--- config.mk ---
export PLATFORM = sky130hd
export DESIGN_NAME = sprite_renderer
export DESIGN_NICKNAME = d
export VERILOG_FILES = /design/src/rtl/superfrog_video_pkg.sv /design/src/rtl/sprite_renderer.sv
export SDC_FILE = /design/constraint.sdc
export NUM_CORES = 1
export LEC_CHECK = 0
export ABC_CLOCK_PERIOD_IN_PS = 2800
export CAP_MARGIN = 20
export CORE_UTILIZATION = 57
export CTS_CLUSTER_SIZE = 20
export DETAILED_ROUTE_END_ITERATION = 16
export DONT_BUFFER_PORTS = 1
export PLACE_DENSITY = 0.72
export SLEW_MARGIN = 20
export SYNTH_ARGS = -nofsm -noshare
export SYNTH_HDL_FRONTEND = slang
export SYNTH_SLANG_ARGS = --single-unit
--- constraint.sdc ---
create_clock -name clk_pix -period 2.8 [get_ports clk_pix]
set_clock_uncertainty 0.15 [all_clocks]
set_input_delay 0.56 -clock clk_pix [delete_from_list [all_inputs] [get_ports clk_pix]]
set_output_delay 0.56 -clock clk_pix [all_outputs]
set_load 0.1 [all_outputs]
--- src/rtl/superfrog_video_pkg.sv ---
// superfrog_video_pkg: shared 640x480 timing constants and sprite FSM state type
package superfrog_video_pkg;
  localparam int CORDW = 16;
  localparam int H_RES = 640;
  localparam int V_RES = 480;
  localparam int H_STA = -160;
  localparam int V_STA = -45;
  localparam int SPR_LAT = 2;
  typedef enum logic [1:0] {IDLE, REG_POS, WAIT_POS, DRAW} spr_state_t;
endpackage

--- src/rtl/sprite_renderer.sv ---
// sprite_renderer: walks one scaled sprite bitmap from an external sync ROM, two-cycle pixel latency
module sprite_renderer #(
  parameter int CORDW = superfrog_video_pkg::CORDW,
  parameter int H_RES = superfrog_video_pkg::H_RES,
  parameter int SPR_W = 16,
  parameter int SPR_H = 16,
  parameter int SCALE_SHIFT = 1,
  parameter int COLRW = 4,
  parameter logic [COLRW-1:0] TRANS_IDX = '0,
  localparam int ADDRW = $clog2(SPR_W*SPR_H)
) (
  input  logic                    clk_pix,
  input  logic                    rst_pix,
  input  logic                    line,
  input  logic signed [CORDW-1:0] sx,
  input  logic signed [CORDW-1:0] sy,
  input  logic signed [CORDW-1:0] sprx,
  input  logic signed [CORDW-1:0] spry,
  output logic [ADDRW-1:0]        rom_addr,
  input  logic [COLRW-1:0]        rom_data,
  output logic [COLRW-1:0]        pix,
  output logic                    drawing
);
  import superfrog_video_pkg::*;
  localparam int COLW = $clog2(SPR_W);
  localparam int RW = ADDRW - COLW;
  localparam int SCW = SCALE_SHIFT > 0 ? SCALE_SHIFT : 1;
  localparam logic [SCW-1:0] SC_MAX = SCW'((1 << SCALE_SHIFT) - 1);
  localparam logic [COLW-1:0] COL_MAX = COLW'(SPR_W - 1);
  localparam logic signed [CORDW:0] SPAN = (CORDW+1)'(SPR_H << SCALE_SHIFT);
  localparam logic signed [CORDW-1:0] X_MAX = CORDW'(H_RES);
  spr_state_t state, state_n;
  logic signed [CORDW-1:0] sprx_l, spry_l;
  logic signed [CORDW:0] dy;
  logic [SCW-1:0] scnt;
  logic [COLW-1:0] col;
  logic [ADDRW-1:0] row_base;
  logic in_rows, match, wrap, last, draw_en, draw_en_d1;
  // one extra bit keeps the vertical difference free of overflow
  assign dy = {sy[CORDW-1], sy} - {spry_l[CORDW-1], spry_l};
  assign in_rows = !dy[CORDW] && dy < SPAN;
  assign row_base = {dy[SCALE_SHIFT +: RW], COLW'(0)};
  assign match = sx == sprx_l && sprx_l < X_MAX;
  assign wrap = scnt == SC_MAX;
  assign last = wrap && col == COL_MAX;
  always_comb begin
    state_n = state;
    draw_en = 1'b0;
    if (line) state_n = REG_POS;
    else case (state)
      REG_POS:  state_n = in_rows ? WAIT_POS : IDLE;
      WAIT_POS: begin
        draw_en = match;
        state_n = match ? (last ? IDLE : DRAW) : WAIT_POS;
      end
      DRAW: begin
        draw_en = 1'b1;
        state_n = last ? IDLE : DRAW;
      end
      default: state_n = state;
    endcase
  end
  always_ff @(posedge clk_pix or posedge rst_pix) begin
    if (rst_pix) begin
      state <= IDLE;
      rom_addr <= '0;
      sprx_l <= '0;
      spry_l <= '0;
      scnt <= '0;
      col <= '0;
      draw_en_d1 <= 1'b0;
      pix <= '0;
      drawing <= 1'b0;
    end else begin
      state <= state_n;
      draw_en_d1 <= draw_en;
      pix <= rom_data;
      drawing <= draw_en_d1 && rom_data != TRANS_IDX;
      if (line) begin
        sprx_l <= sprx;
        spry_l <= spry;
        scnt <= '0;
        col <= '0;
      end else if (state == REG_POS && in_rows) rom_addr <= row_base;
      else if (draw_en) begin
        scnt <= wrap ? '0 : scnt + 1'b1;
        col <= wrap ? col + 1'b1 : col;
        rom_addr <= wrap ? rom_addr + 1'b1 : rom_addr;
      end
    end
  end
endmodule
Word level (Yosys, flattened, before mapping)
Index checks and enable logic that the tools add are counted.
{ "op_classes": {"bitwise_logic": 1, "addsub": 4, "magnitude_cmp": 2, "eq_ne": 6, "reduce_logical": 15, "mux": 18} }
{ "op_table": {"columns": ["operator", "n"], "rows": [
  ["two-way mux 8 bit", 3],
  ["less-than comparator 17 x 7 -> 1 bit, second input constant", 1],
  ["subtractor 16 x 16 -> 17 bit", 1],
  ["== test 16 bit", 1],
  ["less-than comparator 16 x 11 -> 1 bit, second input constant", 1],
  ["two-way mux 4 bit", 4],
  ["adder 8 x 1 -> 8 bit, second input constant", 1],
  ["two-way mux 2 bit", 4],
  ["nonzero test 2 bit", 4],
  ["nonzero test 4 bit", 2],
  ["case mux 2 bit (3 select lines)", 1],
  ["AND reduction 3 bit", 2],
  ["logical AND 1 bit", 5],
  ["two-way mux 1 bit", 5],
  ["adder 4 x 1 -> 4 bit, second input constant", 1],
  ["== test 2 bit, second input constant", 2],
  ["== test 4 bit, second input constant", 1],
  ["== test 2 x 1 -> 1 bit, second input constant", 1],
  ["inequality test 2 bit, second input constant", 1],
  ["case mux 1 bit (2 select lines)", 1],
  ["AND reduction 2 bit", 1],
  ["adder 1 bit, second input constant", 1],
  ["logical NOT 1 bit", 1],
  ["NOT 1 bit", 1]
]} }
{ "word_totals": {"word_cells": 55, "output_inout_bits": 13, "ff_bits": 53} }

Depth between registers and ports, before layout
{ "depth": {"word_depth": 7, "depth_mapped": 13} }

Least setup slack after synthesis
OpenSTA, ideal clock, no wires.
{ "synth_timing": {"path_kind": "input-to-reg", "start": "in sy[1]", "end": "reg rom_addr[7]", "n_path_buf": 1, "arrival_ns": 2.756, "required_ns": 2.526, "path_stages": 12, "setup_slack_ns": -0.230, "path_cell_list": "inv_1 -> fa_1 -> nand2b_1 -> a21oi_1 -> o211ai_1 -> a21oi_1 -> o211a_1 -> o2111ai_1 -> and4b_1 -> buf_6 -> and3b_1 -> a211o_1"} }
{ "synth_between": {"elab_chain_cells": 6} }
{ "synth_rtl": {"columns": ["item", "line_no", "rtl"], "rows": [
  ["from (decl)", "sprite_renderer.sv:16", "input logic signed [CORDW-1:0] sy,"],
  ["subtractor 16 x 16 -> 17 bit (*)", "sprite_renderer.sv:40", "assign dy = {sy[CORDW-1], sy} - {spry_l[CORDW-1], spry_l};"],
  ["less-than comparator 17 x 7 -> 1 bit / logical NOT 1 bit (equally long branches)", "sprite_renderer.sv:41", "assign in_rows = !dy[CORDW] && dy < SPAN;"],
  ["logical AND 1 bit", "sprite_renderer.sv:41", null],
  ["logical AND 1 bit", "sprite_renderer.sv:84", "end else if (state == REG_POS && in_rows) rom_addr <= row_base;"],
  ["nonzero test 2 bit (no source line)", null, null],
  ["AND reduction 3 bit (no source line)", null, null],
  ["to (signal assigned)", "sprite_renderer.sv:84", null],
  ["to (signal assigned)", "sprite_renderer.sv:88", "rom_addr <= wrap ? rom_addr + 1'b1 : rom_addr;"],
  ["to (decl)", "sprite_renderer.sv:19", "output logic [ADDRW-1:0] rom_addr,"]
]} }
Mark *: on every way between the ends. The rest lies on a longest branch, timed or not.
A chain may end at the register's enable or synchronous reset.

Worst setup path after layout
{ "layout_timing": {"start": "reg spry_l[0]", "end": "reg rom_addr[4]"} }
{ "layout_between": {"elab_chain_cells": 6} }
{ "layout_rtl": {"columns": ["item", "line_no", "rtl"], "rows": [
  ["from (decl)", "sprite_renderer.sv:33", "logic signed [CORDW-1:0] sprx_l, spry_l;"],
  ["from (signal assigned)", "sprite_renderer.sv:81", "spry_l <= spry;"],
  ["subtractor 16 x 16 -> 17 bit (*)", "sprite_renderer.sv:40", null],
  ["less-than comparator 17 x 7 -> 1 bit / logical NOT 1 bit (equally long branches)", "sprite_renderer.sv:41", null],
  ["logical AND 1 bit", "sprite_renderer.sv:41", null],
  ["logical AND 1 bit", "sprite_renderer.sv:84", null],
  ["nonzero test 2 bit (no source line)", null, null],
  ["AND reduction 3 bit (no source line)", null, null]
]} }
Marked as above.

==> impl_results.md <==
- WP data arrival: 2920 ps
- Reg2reg start: spry_l[0]
- Initial antenna violation count: 0
- Synth async-reset ratio: 100.0%
- First-pass GRT wire length: 11.41 mm
- CP delay by family, top: compound AO/OA/AOI/OAI gates
- GR Overflow Total: 0
- H-tree Lvls: 2
- Worst slack at placement: -174.4 ps
- Vias: 2471
- Initial core utilization: 60.54%
- Relative slew slack: 37.75%
- Die width: 76.58 µm
- Tot Pwr: 1.932 mW
- Setup CP Type: reg -> reg
- ANT cells: 0
- Outcome: finished, violations left
- Layout area overhead: 18.78%
- Drt first-iter violations: 78
- Post-synthesis sequential element count: 53
- Row count: 26
- Fill count: 403
- Static Leak: 1.763 nW
- Setup crit end: rom_addr[4]
- Critical-path cell list: nor2b_4 > fa_2 > nand2b_4 > a21oi_4 > o211ai_1 > a21oi_2 > o211a_1 > o2111ai_2 > and4b_2 > buf_4 > nor2_1 > a211o_1
- Minimum clock period: 2862 ps
- Hold slack: 25.48 ps
- Measured slew at the worst slew-check pin: 933.7 ps
- Netlist cell types: 47
- Core area: 5238 µm²
- WP data required: 2850 ps
- Mean Syn Cell Area: 9.637 µm²
- Post-synthesis cell count: 329
- Root buffer cell: clkbuf_8
- Max-Cap Viols: 0
- R2R setup slack: -60 ps
- Post-DP HPWL: 5.049 mm
- Final Instance Area: 3766 µm²
- Setup TNS Final: -101.1 ps
- Slowest CP cell: dfrtp_1
- Cell area after synthesis: 3171 µm²
- Yosys warns: 0
- Clock sink total: 53
- Final setup fails: 3
- CTS Buf Count: 5
- Die height: 76.58 µm
- Final Hold Viols: 0
- Worst-path clk slew: 100 ps
- CP startpoint kind: register
- Mean routed wirelength per cell: 15.06 µm
- Vias in the first global route: 2546
- Final Max Tran Viols: 0
- Fraction of layout cells with a size suffix above 1: 25.68%
- Reg area: 1326 µm²
- Fin nets: 458
- Area occupied by multi-input gates: 1797 µm²
- IO Pins: 84
- Crit. End Element: register
- Number of flops mapped to enable cells by yosys: 0
- Power Density: 512.9 nW/µm²
- Fmax: 0.3494 GHz
- Top FF cell, synth: dfrtp_1
- Full die area: 5865 µm²
- Worst r2r path cells: 12
- Placed cell area: 3548 µm²
- Worst flop-to-flop path endpoint: rom_addr[4]
- Number of cells on the critical path: 12
- First-pass iteration count of the detailed router: 4
- Placed cell count: 427
- Failing checks: negative setup slack
- WP buf/inv: 1
- Pin count of the biggest net entering global routing: 58
- Detail Route Antenna Nets: 0
- Post-synthesis sequential area ratio: 41.83%
- Total Wirelength: 6.628 mm
- GPL Wtd Cong: 0.9277
- Post-Syn Nets: 418
- Critical Path Start: spry_l[0]
- Min-Delay Path Class: in -> async
- CP Max Fanout: 4
- Port Buffers: 0
- Gr usage total: 24.21%
- Final period util: 102.2%
- Setup ws final: -62.15 ps
- Non-Filler Instances: 440
- Vias per cell: 5.616
- Max IR drop VDD: 352.5 µV
- Drc violations: 0
- RSZ-0062 raised after global routing: true
- CTS tree: done
- Slowest stage delay, CP: 400 ps
- Max Root-Sink Buffers: 2
- Util after Layout: 71.91%
- Count of hold-fix buffers inserted at cts: 0
- Worst skew pair latency: 310 ps
kinds of logic (layout without fill, tap and decap cells):
group | after synthesis | count (layout) | synth area share, %
and+or+nand+nor | 100 | 100 | 15.71
muxes | 21 | 21 | 7.340
AOI/OAI and AO/OA | 72 | 72 | 14.72
buffers and inverters | 34 | 75 | 4.499
xor gates and xnor gates | 31 | 31 | 8.564
DFF | 53 | 53 | 41.83
adders and majority gates | 18 | 18 | 7.340
worst min-delay path by stage:
stage,start,endpoint,slack (ps)
2_1_floorplan,draw_en_d1,drawing,300
3_3_place_gp,draw_en_d1,drawing,330
3_5_place_dp,draw_en_d1,drawing,330
4_1_cts,rst_pix,spry_l[0],30
5_1_grt,rst_pix,pix[1],70
6_report,rst_pix,rom_addr[3],30
layer usage:
metal | wire, µm | track usage (%) | vias to the layer above
met4 | 81 | 5.000 | 0
li1 | - | - | 1232
met2 | 3292 | 42.79 | 75
met5 | 0 | 0 | -
met1 | 2839 | 29.88 | 1155
met3 | 414 | 5.988 | 9
timing repair:
item | CTS | global route
endpoints found under the setup margin | 7 | 8
pin swaps | 5 | 1
resized for setup | 9 | 7
hold endpoints to repair | 0 | 0
setup buffers | 3 | 2
layout make-up:
class                   instances  share of cell area (%)
repair buffers                 45                   9.402
inverters                      22                   2.193
clock buffers                   5                   1.827
clock inverters                 3                   1.329
multi-input cells             242                   47.71
flip-flops and latches         53                   35.22
well taps                      70                   2.326
synthesized netlist by cell type, drive strengths merged, types with 2 or more instances:
cell	n	share of area, %
o2111ai	2	0.55
nor2	25	3.0
o21ai	25	3.9
mux2i	3	0.95
buf	5	1.1
a211oi	2	0.47
nor2b	3	0.59
xor2	25	6.9
a21o	5	1.2
o31ai	2	0.91
o21a	3	0.71
a211o	3	0.83
inv	22	2.6
nand4	7	1.4
and3	4	0.79
o21bai	2	0.47
clkbuf	7	0.83
ha	17	6.7
o211ai	3	0.71
dfrtp	53	42
a21oi	15	2.4
nand2b	6	1.3
nor3	6	0.95
a31oi	5	0.99
nand3	4	0.63
o41a	2	0.71
nor4	5	0.99
or2	2	0.39
xnor2	6	1.7
nand2	31	3.7
mux2	18	6.4
where the power goes:
| part | total [mW] | switching [mW] | internal, mW |
|---|---|---|---|
| clock network | 0.534 | 0.260 | 0.274 |
| registers | 0.871 | 0.0556 | 0.815 |
| logic | 0.526 | 0.275 | 0.252 |
cells in the final DEF, fill, tap and decap left out, types with 3 or more instances in the layout:
master	netlist	final
nor2_1	24	24
o21ai_0	24	23
inv_1	22	21
a21oi_1	15	10
clkbuf_8	0	5
nand4_1	7	7
ha_1	17	16
o21a_1	3	3
nor4_1	5	4
nor3_1	6	5
nand2b_1	5	4
a31oi_1	5	5
and3_1	4	4
a21oi_2	0	4
xnor2_1	6	6
a211o_1	3	3
a21o_1	5	5
dfrtp_1	53	53
mux2i_1	3	3
nand2_1	31	31
nand3_1	4	4
xor2_1	25	25
buf_4	0	43
o211ai_1	3	3
mux2_2	18	17
sequential cells by signal, indices dropped and copies added (netlist names):
name        flops
pix             4
spry_l         16
sprx_l         16
col             4
state           2
rom_addr        8
scnt            1
draw_en_d1      1
drawing         1
Note: power is estimated with default switching activity, not from simulation.
